`config.mk`:
```
export PLATFORM = sky130hd
export DESIGN_NAME = alarm_controller
export DESIGN_NICKNAME = d
export VERILOG_FILES = /design/src/rtl/alarm_controller_pkg.sv /design/src/rtl/alarm_timer.sv /design/src/rtl/alarm_controller.sv
export SDC_FILE = /design/constraint.sdc
export NUM_CORES = 1
export LEC_CHECK = 0
export ABC_AREA = 1
export CORE_MARGIN = 2
export CORE_UTILIZATION = 52
export CTS_CLUSTER_DIAMETER = 200
export DETAILED_ROUTE_END_ITERATION = 12
export PLACE_DENSITY = 0.82
export SLEW_MARGIN = 40
export SYNTH_ARGS = -nofsm -noshare
export SYNTH_HDL_FRONTEND = slang
export SYNTH_SLANG_ARGS = --single-unit
export TNS_END_PERCENT = 1
```
`constraint.sdc`:
```
create_clock -name clock_25mhz -period 2 [get_ports clock_25mhz]
set_input_delay 0.4 -clock clock_25mhz [delete_from_list [all_inputs] [get_ports clock_25mhz]]
set_output_delay 0.4 -clock clock_25mhz [all_outputs]
set_load 0.01 [all_outputs]
```
`src/rtl/alarm_controller_pkg.sv`:
```
// Shared definitions for the car-alarm sequencer: state encodings, timer width
// and the default countdown lengths (in seconds).
package alarm_controller_pkg;

    localparam int TW = 4;

    localparam int DEF_T_ARM_DELAY       = 6;
    localparam int DEF_T_DRIVER_DELAY    = 8;
    localparam int DEF_T_PASSENGER_DELAY = 15;
    localparam int DEF_T_ALARM_ON        = 10;

    typedef enum logic [2:0] {
        ST_ARMED     = 3'd0,
        ST_TRIGGERED = 3'd1,
        ST_SOUND     = 3'd2,
        ST_DISARMED  = 3'd3,
        ST_IGN_OFF   = 3'd4,
        ST_DOOR_OPEN = 3'd5,
        ST_ARMING    = 3'd6
    } alarm_state_t;

    // States in which the countdown timer is running.
    function automatic logic is_timed(alarm_state_t s);
        return (s == ST_TRIGGERED) || (s == ST_SOUND) || (s == ST_ARMING);
    endfunction

endpackage

```
`src/rtl/alarm_timer.sv`:
```
// Seconds countdown used by the alarm sequencer. A load of N expires on the
// Nth tick after the load; a load in the same cycle as a tick wins.
module alarm_timer
    import alarm_controller_pkg::*;
#(
    parameter int W = TW
) (
    input  logic         clock_25mhz,
    input  logic         reset,
    input  logic         load,
    input  logic [W-1:0] load_value,
    input  logic         tick,
    output logic         expired,
    output logic [W-1:0] value
);

    // Expiry is the tick that consumes the last remaining second.
    assign expired = tick && (value == W'(1));

    // Count register: load has priority, decrement saturates at zero.
    always_ff @(posedge clock_25mhz or posedge reset) begin
        if (reset) begin
            value <= '0;
        end else if (load) begin
            value <= load_value;
        end else if (tick && (value != '0)) begin
            value <= value - W'(1);
        end
    end

endmodule

```
`src/rtl/alarm_controller.sv`:
```
// Car-alarm sequencer: arm / trigger / sound / disarm with a seconds timer,
// plus a fuel-pump interlock latch that is independent of the alarm state.
module alarm_controller
    import alarm_controller_pkg::*;
#(
    parameter int T_ARM_DELAY       = DEF_T_ARM_DELAY,
    parameter int T_DRIVER_DELAY    = DEF_T_DRIVER_DELAY,
    parameter int T_PASSENGER_DELAY = DEF_T_PASSENGER_DELAY,
    parameter int T_ALARM_ON        = DEF_T_ALARM_ON
) (
    input  logic       clock_25mhz,
    input  logic       reset,
    input  logic       one_hz_enable,
    input  logic       ignition,
    input  logic       driver_door,
    input  logic       passenger_door,
    input  logic       hidden_switch,
    input  logic       brake_pedal,
    output logic       siren_enable,
    output logic       status_led,
    output logic       fuel_pump_power,
    output logic [2:0] state_out
);

    alarm_state_t  state;
    alarm_state_t  next_state;
    logic          timer_load;
    logic [TW-1:0] timer_load_value;
    logic [TW-1:0] timer_value;
    logic          timer_expired;
    logic          any_door;

    assign any_door  = driver_door | passenger_door;
    assign state_out = state;

    alarm_timer #(.W(TW)) u_timer (
        .clock_25mhz (clock_25mhz),
        .reset       (reset),
        .load        (timer_load),
        .load_value  (timer_load_value),
        .tick        (one_hz_enable),
        .expired     (timer_expired),
        .value       (timer_value)
    );

    // Next-state and timer-load decisions: ignition first, then doors, then expiry.
    always_comb begin
        next_state       = state;
        timer_load       = 1'b0;
        timer_load_value = '0;
        if (ignition) begin
            next_state = ST_DISARMED;
        end else begin
            case (state)
                ST_ARMED: begin
                    // Both doors in one cycle take the (shorter) driver grace.
                    if (driver_door) begin
                        next_state       = ST_TRIGGERED;
                        timer_load       = 1'b1;
                        timer_load_value = TW'(T_DRIVER_DELAY);
                    end else if (passenger_door) begin
                        next_state       = ST_TRIGGERED;
                        timer_load       = 1'b1;
                        timer_load_value = TW'(T_PASSENGER_DELAY);
                    end
                end
                ST_TRIGGERED: begin
                    if (timer_expired) begin
                        next_state       = ST_SOUND;
                        timer_load       = 1'b1;
                        timer_load_value = TW'(T_ALARM_ON);
                    end
                end
                ST_SOUND: begin
                    // An open door keeps the siren window topped up.
                    if (any_door) begin
                        timer_load       = 1'b1;
                        timer_load_value = TW'(T_ALARM_ON);
                    end else if (timer_expired) begin
                        next_state = ST_ARMED;
                    end
                end
                ST_DISARMED:  next_state = ST_IGN_OFF;
                ST_IGN_OFF: begin
                    if (driver_door) next_state = ST_DOOR_OPEN;
                end
                ST_DOOR_OPEN: begin
                    if (!driver_door) begin
                        next_state       = ST_ARMING;
                        timer_load       = 1'b1;
                        timer_load_value = TW'(T_ARM_DELAY);
                    end
                end
                ST_ARMING: begin
                    if (driver_door) begin
                        next_state = ST_DOOR_OPEN;
                    end else if (timer_expired) begin
                        next_state = ST_ARMED;
                    end
                end
                default: next_state = ST_ARMED;
            endcase
        end
        // Any leftover count is cleared when landing in an untimed state.
        if (!is_timed(next_state) && (timer_value != '0)) begin
            timer_load       = 1'b1;
            timer_load_value = '0;
        end
    end

    // State register with registered siren and LED derived from the next state.
    always_ff @(posedge clock_25mhz or posedge reset) begin
        if (reset) begin
            state        <= ST_ARMED;
            siren_enable <= 1'b0;
            status_led   <= 1'b0;
        end else begin
            state        <= next_state;
            siren_enable <= (next_state == ST_SOUND);
            case (next_state)
                // Blink while resting in ARMED; entering ARMED starts dark.
                ST_ARMED:               status_led <= (state == ST_ARMED) ?
                                                      (status_led ^ one_hz_enable) : 1'b0;
                ST_TRIGGERED, ST_SOUND: status_led <= 1'b1;
                default:                status_led <= 1'b0;
            endcase
        end
    end

    // Fuel-pump latch: set by key + hidden switch + brake, cleared by key off.
    always_ff @(posedge clock_25mhz or posedge reset) begin
        if (reset) begin
            fuel_pump_power <= 1'b0;
        end else if (!ignition) begin
            fuel_pump_power <= 1'b0;
        end else if (hidden_switch && brake_pedal) begin
            fuel_pump_power <= 1'b1;
        end
    end

endmodule

```
After elaboration in Yosys (flattened, before gate mapping)

Cells that the tools add are included.

Register bits after elaboration: 10
Input port bits: 8
Output and inout bits: 6
Logic and storage cells: 63

Add/sub/neg operators: 1
Eq/ne operators: 11
Muxes and demuxes: 32
Bitwise logic cells: 2
Reduce and logical (&&, ||, !) cells: 12

Operator list:

| kind                | count |
|---|---|
| $mux 4              | 8 |
| $mux 3              | 10 |
| $pmux 3 s7          | 1 |
| $pmux 4 s4          | 1 |
| $eq 3x3->1 const B  | 4 |
| $mux 1              | 10 |
| $eq 3x2->1 const B  | 3 |
| $eq 3x1->1 const B  | 2 |
| $logic_not 3->1     | 2 |
| $eq 4x1->1 const B  | 1 |
| $logic_and 1x1->1   | 4 |
| $pmux 1 s4          | 1 |
| $reduce_bool 4->1   | 1 |
| $sub 4x1->4 const B | 1 |
| $logic_or 1x1->1    | 2 |
| $ne 2x1->1 const B  | 1 |
| $pmux 1 s2          | 1 |
| $reduce_bool 2->1   | 1 |
| $reduce_or 2->1     | 1 |
| $logic_not 1->1     | 1 |
| $or 1x1->1          | 1 |
| $xor 1x1->1         | 1 |

Logic depth before layout (Yosys ltp)

Gate-level depths: netlist of the first run.

Depth in word-level cells: 13
Gate-level depth with buffers: 14
Mapped depth without buffers: 14

Modules after synthesis

Synthesis of the first run repeated with hierarchy kept, for this count alone.

Cells, all modules: 108
Area, all modules: 739.5 µm²

Modules (own cells, without submodules):

| module           | times used | cells each | area an instance (µm²) | seq. area each (µm²) |
|---|---|---|---|---|
| alarm_controller | 1          | 68         | 456.7                  | 150.1 |
| alarm_timer      | 1          | 40         | 282.8                  | 100.1 |

Least setup slack after synthesis of the first run

OpenSTA, ideal clock, no wires.

Path kind: reg-to-reg
From: register u_timer.value[1]
To: register u_timer.value[1]
Data arrival time: 1.315 ns
Slack: 0.566 ns
Stages on the path, launching flop included: 12
Period minus slack after synthesis: 1.434 ns
Path through: dfrtp_1 -> inv_1 -> ha_1 -> nand2_1 -> nor2_1 -> nand2_4 -> nand2_2 -> nand2_4 -> a21oi_1 -> nand2_1 -> nand2_1 -> nor2_2

Word-level cells in the longest chain between the ends: 13

RTL lines:

| what                                               | RTL line                                       | RTL |
|---|---|---|
| start, declared                                    | alarm_timer.sv:14                              | `output logic [W-1:0] value` |
| start signal, assigned                             | alarm_timer.sv:25                              | `value <= load_value;` |
| start signal, assigned                             | alarm_timer.sv:27                              | `value <= value - W'(1);` |
| $eq 4x1->1                                         | alarm_timer.sv:18                              | `assign expired = tick && (value == W'(1));` |
| $logic_and 1x1->1                                  | alarm_timer.sv:18                              |  |
| $mux 3                                             | alarm_controller.sv:79, alarm_controller.sv:97 |  |
| $mux 3, on equally long branches                   | alarm_controller.sv:95, alarm_controller.sv:76 |  |
| $pmux 3 s7                                         | alarm_controller.sv:54                         | `case (state)` |
| $mux 3                                             | alarm_controller.sv:51                         | `if (ignition) begin` |
| $eq 3x1->1 / $eq 3x2->1 (equally long branches)    | alarm_controller_pkg.sv:24                     | `return (s == ST_TRIGGERED) \|\| (s == ST_SOUND) \|\| (s == ST_ARMING);` |
| $logic_or 1x1->1 (2 in series)                     | alarm_controller_pkg.sv:24                     |  |
| $logic_not 1->1                                    | alarm_controller.sv:105                        | `if (!is_timed(next_state) && (timer_value != '0)) begin` |
| $logic_and 1x1->1                                  | alarm_controller.sv:105                        |  |
| $mux 4 / $mux 1 (equally long branches)            | alarm_controller.sv:105                        |  |
| $mux 4 / $reduce_bool 2->1 (equally long branches) | -                                              |  |

Parallel ways exist; a longest one is shown, timed or not. The select of a mux whose other input is x is not followed.
A chain may end at the register's enable or synchronous reset.

Final worst setup path of the first run

From: register state[2], in the netlist state_out[2]
To: output state_out[2]

RTL lines:

| what                   | RTL line                | RTL |
|---|---|---|
| start, declared        | alarm_controller.sv:25  | `alarm_state_t state;` |
| start signal, assigned | alarm_controller.sv:118 | `state <= next_state;` |
| end, declared          | alarm_controller.sv:22  | `output logic [2:0] state_out` |

No word-level cell between the ends.

==> impl_results.md, run 1 <==
- CTS root buffer: clkbuf_4
- Post-Syn Area per Cell: 6.766 µm²
- TritonCTS Buffers: 3
- Post-CTS sizing: 0
- Final WS setup: 193.4 ps
- Kind of critical path: flip-flop to primary output
- Final period utilization: 0.9033
- Endpoints failing hold: 0
- Setup TNS: 0 ps
- Clock slew at reported path FFs: 70 ps
- Yosys top cell by area: dfrtp_1
- Area of the core: 0.001541 mm²
- GRT Util Overall: 0.2141
- Yosys cell types: 27
- Final wirelength: 1803 µm
- Synth Area in XOR/XNOR: 0.01991
- CP max FO: 9
- Critical path endpoint category: primary output
- Fmax: between 500 and 600 MHz
- Final setup skew: 3.754 ps
- Initial Util: 0.5706
- M1 GR Usage: 0.2800
- Fillers: 121
- Die area: ~0.002 mm²
- Final Instance Area: 0.001070 mm²
- Combinational family with the most area after synthesis: simple AND/OR/NAND/NOR gates
- Post-synth ARST share: 1.000
- Synth Area in Compound Gates: 0.07397
- Routability congestion estimate: 0.8392
- Largest net degree at the start of global routing: 11
- Relative slew slack: 0.7541
- Slew Viols, Final: 0
- Met2 Use GR: 0.3400
- EDFF count, synth: 0
- Core Rows: 14
- Initial antenna violation count: 0
- Htree depth: 1
- Vias in the first global route: a little under 800
- Yosys Warn Count: 0
- Outcome: finished, final reports clean
- Mux contribution to synthesized area: 0
- Critical path, cell by cell: clkdlybuf4s50_1
- #FFs+latches synth: 10
- Via count: between 800 and 900
- NumNets Final: 159
- TritonCTS clock tree: yes
- Worst path required time: 1600 ps
- CP max stage delay: about 600 ps
- Fin util: 0.6940
- Peak VDD IR: 0.8381 mV
- Crit path time final: 1807 ps
- GR peak layer: met2
- Area after DPL: 0.001033 mm²
- Skew-Pair Late Insertion Delay: 260 ps
- Simple logic cell fraction of the synthesized area: 0.4694
- Dpl ws: between 50 and 60 ps
- MaxCap Viol Count: 0
- WL per Instance: roughly 11 µm
- CP arrival: approximately 1400 ps
- Cell count after synthesis: 130
- Synth area leaders: dfrtp_1 (28%), nand2_1 (14%), nand3_1 (7.4%), inv_1 (6.8%), nor2_1 (6.8%)
- Sequential fraction of the synthesis area: 0.2845
- Synth top area share: 0.2845
- Final ANT Viol Nets: 0
- Syn Nets: 140
- Hold Buf Count CTS: 0
- Cell family with most CP delay: buffers and inverters
- Clock Sinks: 10
- Io pins: 14
- First-pass GRT wire length: 3146 µm
- Vias per cell: 5.177
- Pin slew with the least headroom to its limit: 368.5 ps
- Hold WC Path Type: input pin to asynchronous set/reset pin
- Leakage power: 0.0005957 µW
- Post CTS Setup Buffer Count: 0
- CP max-delay cell: clkdlybuf4s50_1
- Synth Cell Area: between 800 and 900 µm²
- Residual DRC count: 0
- Pre-antenna DRT Iters: 6
- Crit start category: flip-flop
- Pwr Total: between 1000 and 1500 µW
- Most used DFF post-synth: dfrtp_1
- Pwr Density: 1178 mW/mm²
- CTS max path bufs: 2
- GR Util met3: 0.03200
- CP Buf/Inv Count: 1
- Diode count: 0
- Synth Area in Adders: 0.02845
- Die width: around 45 µm
- # setup viols final: 0
- I/O Buffers: 13
- Dpl hpwl: 1498 µm
- Area grow syn2layout: 21.62%
- Die height: 45.13 µm
- Global route total overflow: 0
- Share of layout cells above drive strength 1: 0.2095
- Initial drt markers: 20
- RSZ-0062 raised after global routing: false
[area by class of cell]
| type | count | area [µm²] | share of cell area |
|---|---|---|---|
| multi-input combinational | 94 | 520.5 | 0.4865 |
| sequential | 10 | 250.2 | 0.2339 |
| timing repair buffer | 16 | 152.6 | 0.1427 |
| inverter | 24 | 90.09 | 0.08421 |
| clock buffer | 4 | 36.28 | 0.03392 |
| tap | 16 | 20.02 | 0.01871 |
[cells in the final DEF, fill, tap and decap left out]
| master | count |
|---|---|
| nand2_1 | 33 |
| nor2_1 | 16 |
| inv_1 | 16 |
| nand3_1 | 13 |
| clkdlybuf4s50_1 | 13 |
| dfrtp_1 | 10 |
| inv_2 | 8 |
| nand2_4 | 4 |
| nor2_2 | 4 |
| a21oi_1 | 4 |
| clkbuf_4 | 3 |
| buf_4 | 3 |
| nand2_2 | 2 |
| nor2_4 | 2 |
| o21ai_0 | 2 |
| ha_1 | 2 |
| nand4_1 | 1 |
| xor2_1 | 1 |
| nand3_4 | 1 |
| nor2_8 | 1 |
| o211ai_1 | 1 |
| nand3_2 | 1 |
| a21oi_2 | 1 |
| a211oi_1 | 1 |
| xnor2_1 | 1 |
| nor3_1 | 1 |
| o21ai_1 | 1 |
| a31oi_1 | 1 |
| clkbuf_8 | 1 |
[flip-flops by register name (all words and copies together), names as in the netlist]
| register | count |
|---|---|
| u_timer.value | 4 |
| state_out | 3 |
| fuel_pump_power | 1 |
| siren_enable | 1 |
| status_led | 1 |
[worst reg2reg max path: stages, from the launching register on]
cell and delay, ps:
dfrtp_1 400, ha_1 210, nand2_1 90, inv_1 40, nand2_1 120, nand2_1 80
a21oi_2 220, inv_2 50, nand2_1 80, nor2_2 40, nor2_2 160, nor2_1 60
[metrics by stage]
step / cells / hold WS [ps]
floorplan: 130 / 240.2
finish: 164 / 397.5
detailed placement: 160 / 497.3
global placement: 160 / 496.6
global route: 164 / 432.1
CTS: 164 / 404.9
[worst paths after layout]
kind / cells after the start / to / startpoint / slack, ps
min in group clock_25mhz: 2 / fuel_pump_power / fuel_pump_power / 510
worst max-delay path: 1 / state_out[2] / state_out[2] / 190
worst max register to register: 11 / u_timer.value[0] / u_timer.value[0] / 340
worst min register to register: 2 / fuel_pump_power / fuel_pump_power / 510
max in group asynchronous: 2 / state_out[0] / reset / 1330
worst min-delay path: 2 / fuel_pump_power / reset / 400
[cell families (layout without fill, tap and decap cells)]
group	Yosys count	count (layout)
xor gates and xnor gates	2	2
buffers and inverters	26	44
adders and majority gates	2	2
DFF	10	10
AOI/OAI and AO/OA	11	11
and+or+nand+nor	79	79
[metal layers]
metal  routed length [µm]  part of all wire
met1                  855              0.47
met2                  866              0.48
met3                   57             0.032
met4                   23             0.013
met5                    0                 0
[report_power, final]
group / switching (µW) / leakage [µW] / internal [µW]
Combinational: 446 / 0.000448 / 299
Sequential: 70.9 / 0.000127 / 261
Clock: 72.0 / 0.0000210 / 111
Total: 589 / 0.000596 / 671
[cell usage after synthesis (2+ instances only)]
library cell / instances
a21oi_1: 4
dfrtp_1: 10
ha_1: 2
inv_1: 16
inv_2: 8
nand2_1: 33
nand2_2: 2
nand2_4: 4
nand3_1: 13
nor2_1: 16
nor2_2: 4
nor2_4: 2
o21ai_0: 2
Power figures use the tool's default switching activity.
==> run 2, diff against run 1 <==
--- a/config.mk
+++ b/config.mk
@@ -7,10 +7,11 @@
 export LEC_CHECK = 0
 export ABC_AREA = 1
 export CORE_MARGIN = 2
-export CORE_UTILIZATION = 52
+export CORE_UTILIZATION = 55
+export CTS_BUF_LIST = sky130_fd_sc_hd__clkbuf_2
 export CTS_CLUSTER_DIAMETER = 200
 export DETAILED_ROUTE_END_ITERATION = 12
-export PLACE_DENSITY = 0.82
+export PLACE_DENSITY = 0.86
 export SLEW_MARGIN = 40
 export SYNTH_ARGS = -nofsm -noshare
 export SYNTH_HDL_FRONTEND = slang
==> run 2 against run 1 <==
Maximum frequency rose by 1.7%. Utilization rose by 0.20 points. Power fell by 5.6%. Sequential share of layout area rose by 0.47 points. Clock power fell by 46%. Wire length rose by 2.4%. Design area fell by 2.0%. Combinational power rose by 1%. First-iteration DRC count fell by 50%. Clock skew rose by 6.9 ps.
==> impl_results.md, run 2 (same netlist as run 1, synthesis figures left out) <==
- Max reg flops: 4 (unchanged)
- Vias in the first global route: 772 (-1.2%)
- Fin Hold WS: 422.9 ps (+25.33 ps)
- Die width: 43.99 µm (-2.5%)
- Critical path endpoint category: primary output
- Post CTS Setup Buffer Count: 0 (unchanged)
- Share of layout cells above drive strength 1: 0.2041 (-0.005378)
- WL per Instance: 11.33 µm (+3.1%)
- Reg2reg path depth: 13 (+2)
- Commonest non-fill, non-tap cell in the layout: nand2_1
- Io pins: 14 (unchanged)
- Final std cells w/o fill: 163 (-0.61%)
- Hold WC Path Type: input pin to asynchronous set/reset pin
- Initial Util: 0.5839 (+0.01327)
- Critical path, cell by cell: clkdlybuf4s50_1
- Final period utilization: 0.8878 (-0.01551)
- CTS root buffer: clkbuf_2
- Pre-antenna DRT Iters: 4 (-2)
- Comb power frac: 0.634 (+0.043)
- Outcome: finished, final reports clean
- Worst reg2reg setup slack: 310 ps (-30 ps)
- Clock slew at reported path FFs: 90 ps (+20 ps)
- CP max-delay cell: clkdlybuf4s50_1
- NumNets Final: 159 (unchanged)
- Crit start category: flip-flop
- Endpoints failing hold: 0 (unchanged)
- Routability congestion estimate: 0.8111 (-3.3%)
- Via count: 823 (-3.1%)
- Htree depth: 1 (unchanged)
- Dpl hpwl: 1566 µm (+4.5%)
- TritonCTS clock tree: yes
- Peak VDD IR: 0.6627 mV (-21%)
- MaxCap Viol Count: 0 (unchanged)
- Sw Pwr: 587.8 µW (-0.26%)
- TritonCTS Buffers: 3 (unchanged)
- Core Rows: 14 (unchanged)
- Placed cells: 160 (unchanged)
- Die height: 43.99 µm (-2.5%)
- Area of the core: 0.001506 mm² (-2.3%)
- Slew Viols, Final: 0 (unchanged)
- Die area: 0.001935 mm² (-5.0%)
- CP Buf/Inv Count: 1 (unchanged)
- Global route total overflow: 0 (unchanged)
- Final ANT Viol Nets: 0 (unchanged)
- Vias per cell: 5.049 (-2.5%)
- Clk pwr share: 0.084 (-0.061)
- Leakage power: 0.0005872 µW (-1.4%)
- CP max FO: 9 (unchanged)
- Initial antenna violation count: 0 (unchanged)
- Residual DRC count: 0 (unchanged)
- Final setup skew: 10.61 ps (+6.857 ps)
- Post-CTS sizing: 0 (unchanged)
- Cell family with most CP delay: buffers and inverters
- CTS max path bufs: 2 (unchanged)
- Diode count: 0 (unchanged)
- Pwr Total: 1190 µW (-5.6%)
- Skew-Pair Late Insertion Delay: 240 ps (-20 ps)
- GRT Util Overall: 0.2265 (+0.01242)
- RSZ-0062 raised after global routing: false
- # setup viols final: 0 (unchanged)
- CP arrival: 1380 ps (-30 ps)
- Setup TNS: 0 ps (unchanged)
- Seq pwr share: 0.282 (+0.018)
- CP max stage delay: 600 ps (about the same)
- Final WS setup: 224.4 ps (+31.03 ps)
- Commonest cells after routing, fill and taps aside: nand2_1 (33), nor2_1 (16), inv_1 (16)
- Largest net degree at the start of global routing: 11 (unchanged)
- Fmax: 563.2 MHz (+1.7%)
- Stages on the worst setup path: 1 (unchanged)
- Dpl ws: 15.23 ps (-39.50 ps)
- Pwr Density: 1134 mW/mm² (-3.7%)
- Net Sw Frac: 0.4941 (+0.02639)
- Initial drt markers: 10 (-50%)
- Pin slew with the least headroom to its limit: 355.2 ps (-13.30 ps)
- Kind of critical path: flip-flop to primary output
- Register with the highest flop count: u_timer.value
- Worst path required time: 1600 ps (about the same)
- Clock Sinks: 10 (unchanged)
- I/O Buffers: 13 (unchanged)
- First-pass GRT wire length: 3243 µm (+3.1%)
- Hold Buf Count CTS: 0 (unchanged)
- Final wirelength: 1847 µm (+2.4%)
- Relative slew slack: 0.7630 (+0.008873)
- Area grow syn2layout: 19.20%
- Crit path time final: 1776 ps (-31.03 ps)
- P_int: 601.8 µW (-10%)
==> run 2: worst register-to-register path, stage by stage, from the launching register on <==
cell     delay [ps]
dfrtp_1         370
inv_1           120
ha_1            180
nand2_1          80
inv_1            60
nand2_1         100
nand2_1          90
nand2_1          80
inv_2            60
nand3_2          90
nand2_1         100
nor2_2           40
nor2_2          170
nor2_2           60
==> run 2: metrics by stage <==
stage	util	cell area, µm²
floorplan	-	879.6
CTS	0.6960	1049
finish	0.6960	1049
global placement	0.6860	1033
global route	0.6960	1049
detailed placement	0.6860	1033
==> run 2: path summary, 6_finish.rpt <==
kind,startpoint,endpoint
setup / recovery,state_out[2],state_out[2]
hold / removal,reset,fuel_pump_power
setup reg to reg,u_timer.value[1],u_timer.value[1]
hold reg to reg,fuel_pump_power,fuel_pump_power
max in group asynchronous,reset,state_out[2]
min in group clock_25mhz,fuel_pump_power,fuel_pump_power
==> run 2: area by class of cell <==
cell class / count / area [µm²]
flip-flops and latches: 10 / 250.2
repair buffers: 16 / 152.6
inverters: 24 / 90.09
multi-input cells: 94 / 520.5
well taps: 16 / 20.02
fillers: 124 / 457.9
clock buffers: 3 / 15.01
==> run 2: power groups by stage <==
stage                     Sequential (µW)  Combinational (µW)  Clock, µW
after floorplan                       329                 568          0
after global placement                335                 723          0
after detailed placement              338                 751          0
after CTS                             334                 755        105
after global routing                  343                 854        111
final                                 335                 755       99.5
==> run 2: routing by layer <==
metal	part of all wire	track usage	up-vias
li1	-	-	438
met1	0.47	0.2992	368
met2	0.49	0.3882	15
met3	0.031	0.03333	2
met4	0.0054	0.05455	0
met5	0	0	-
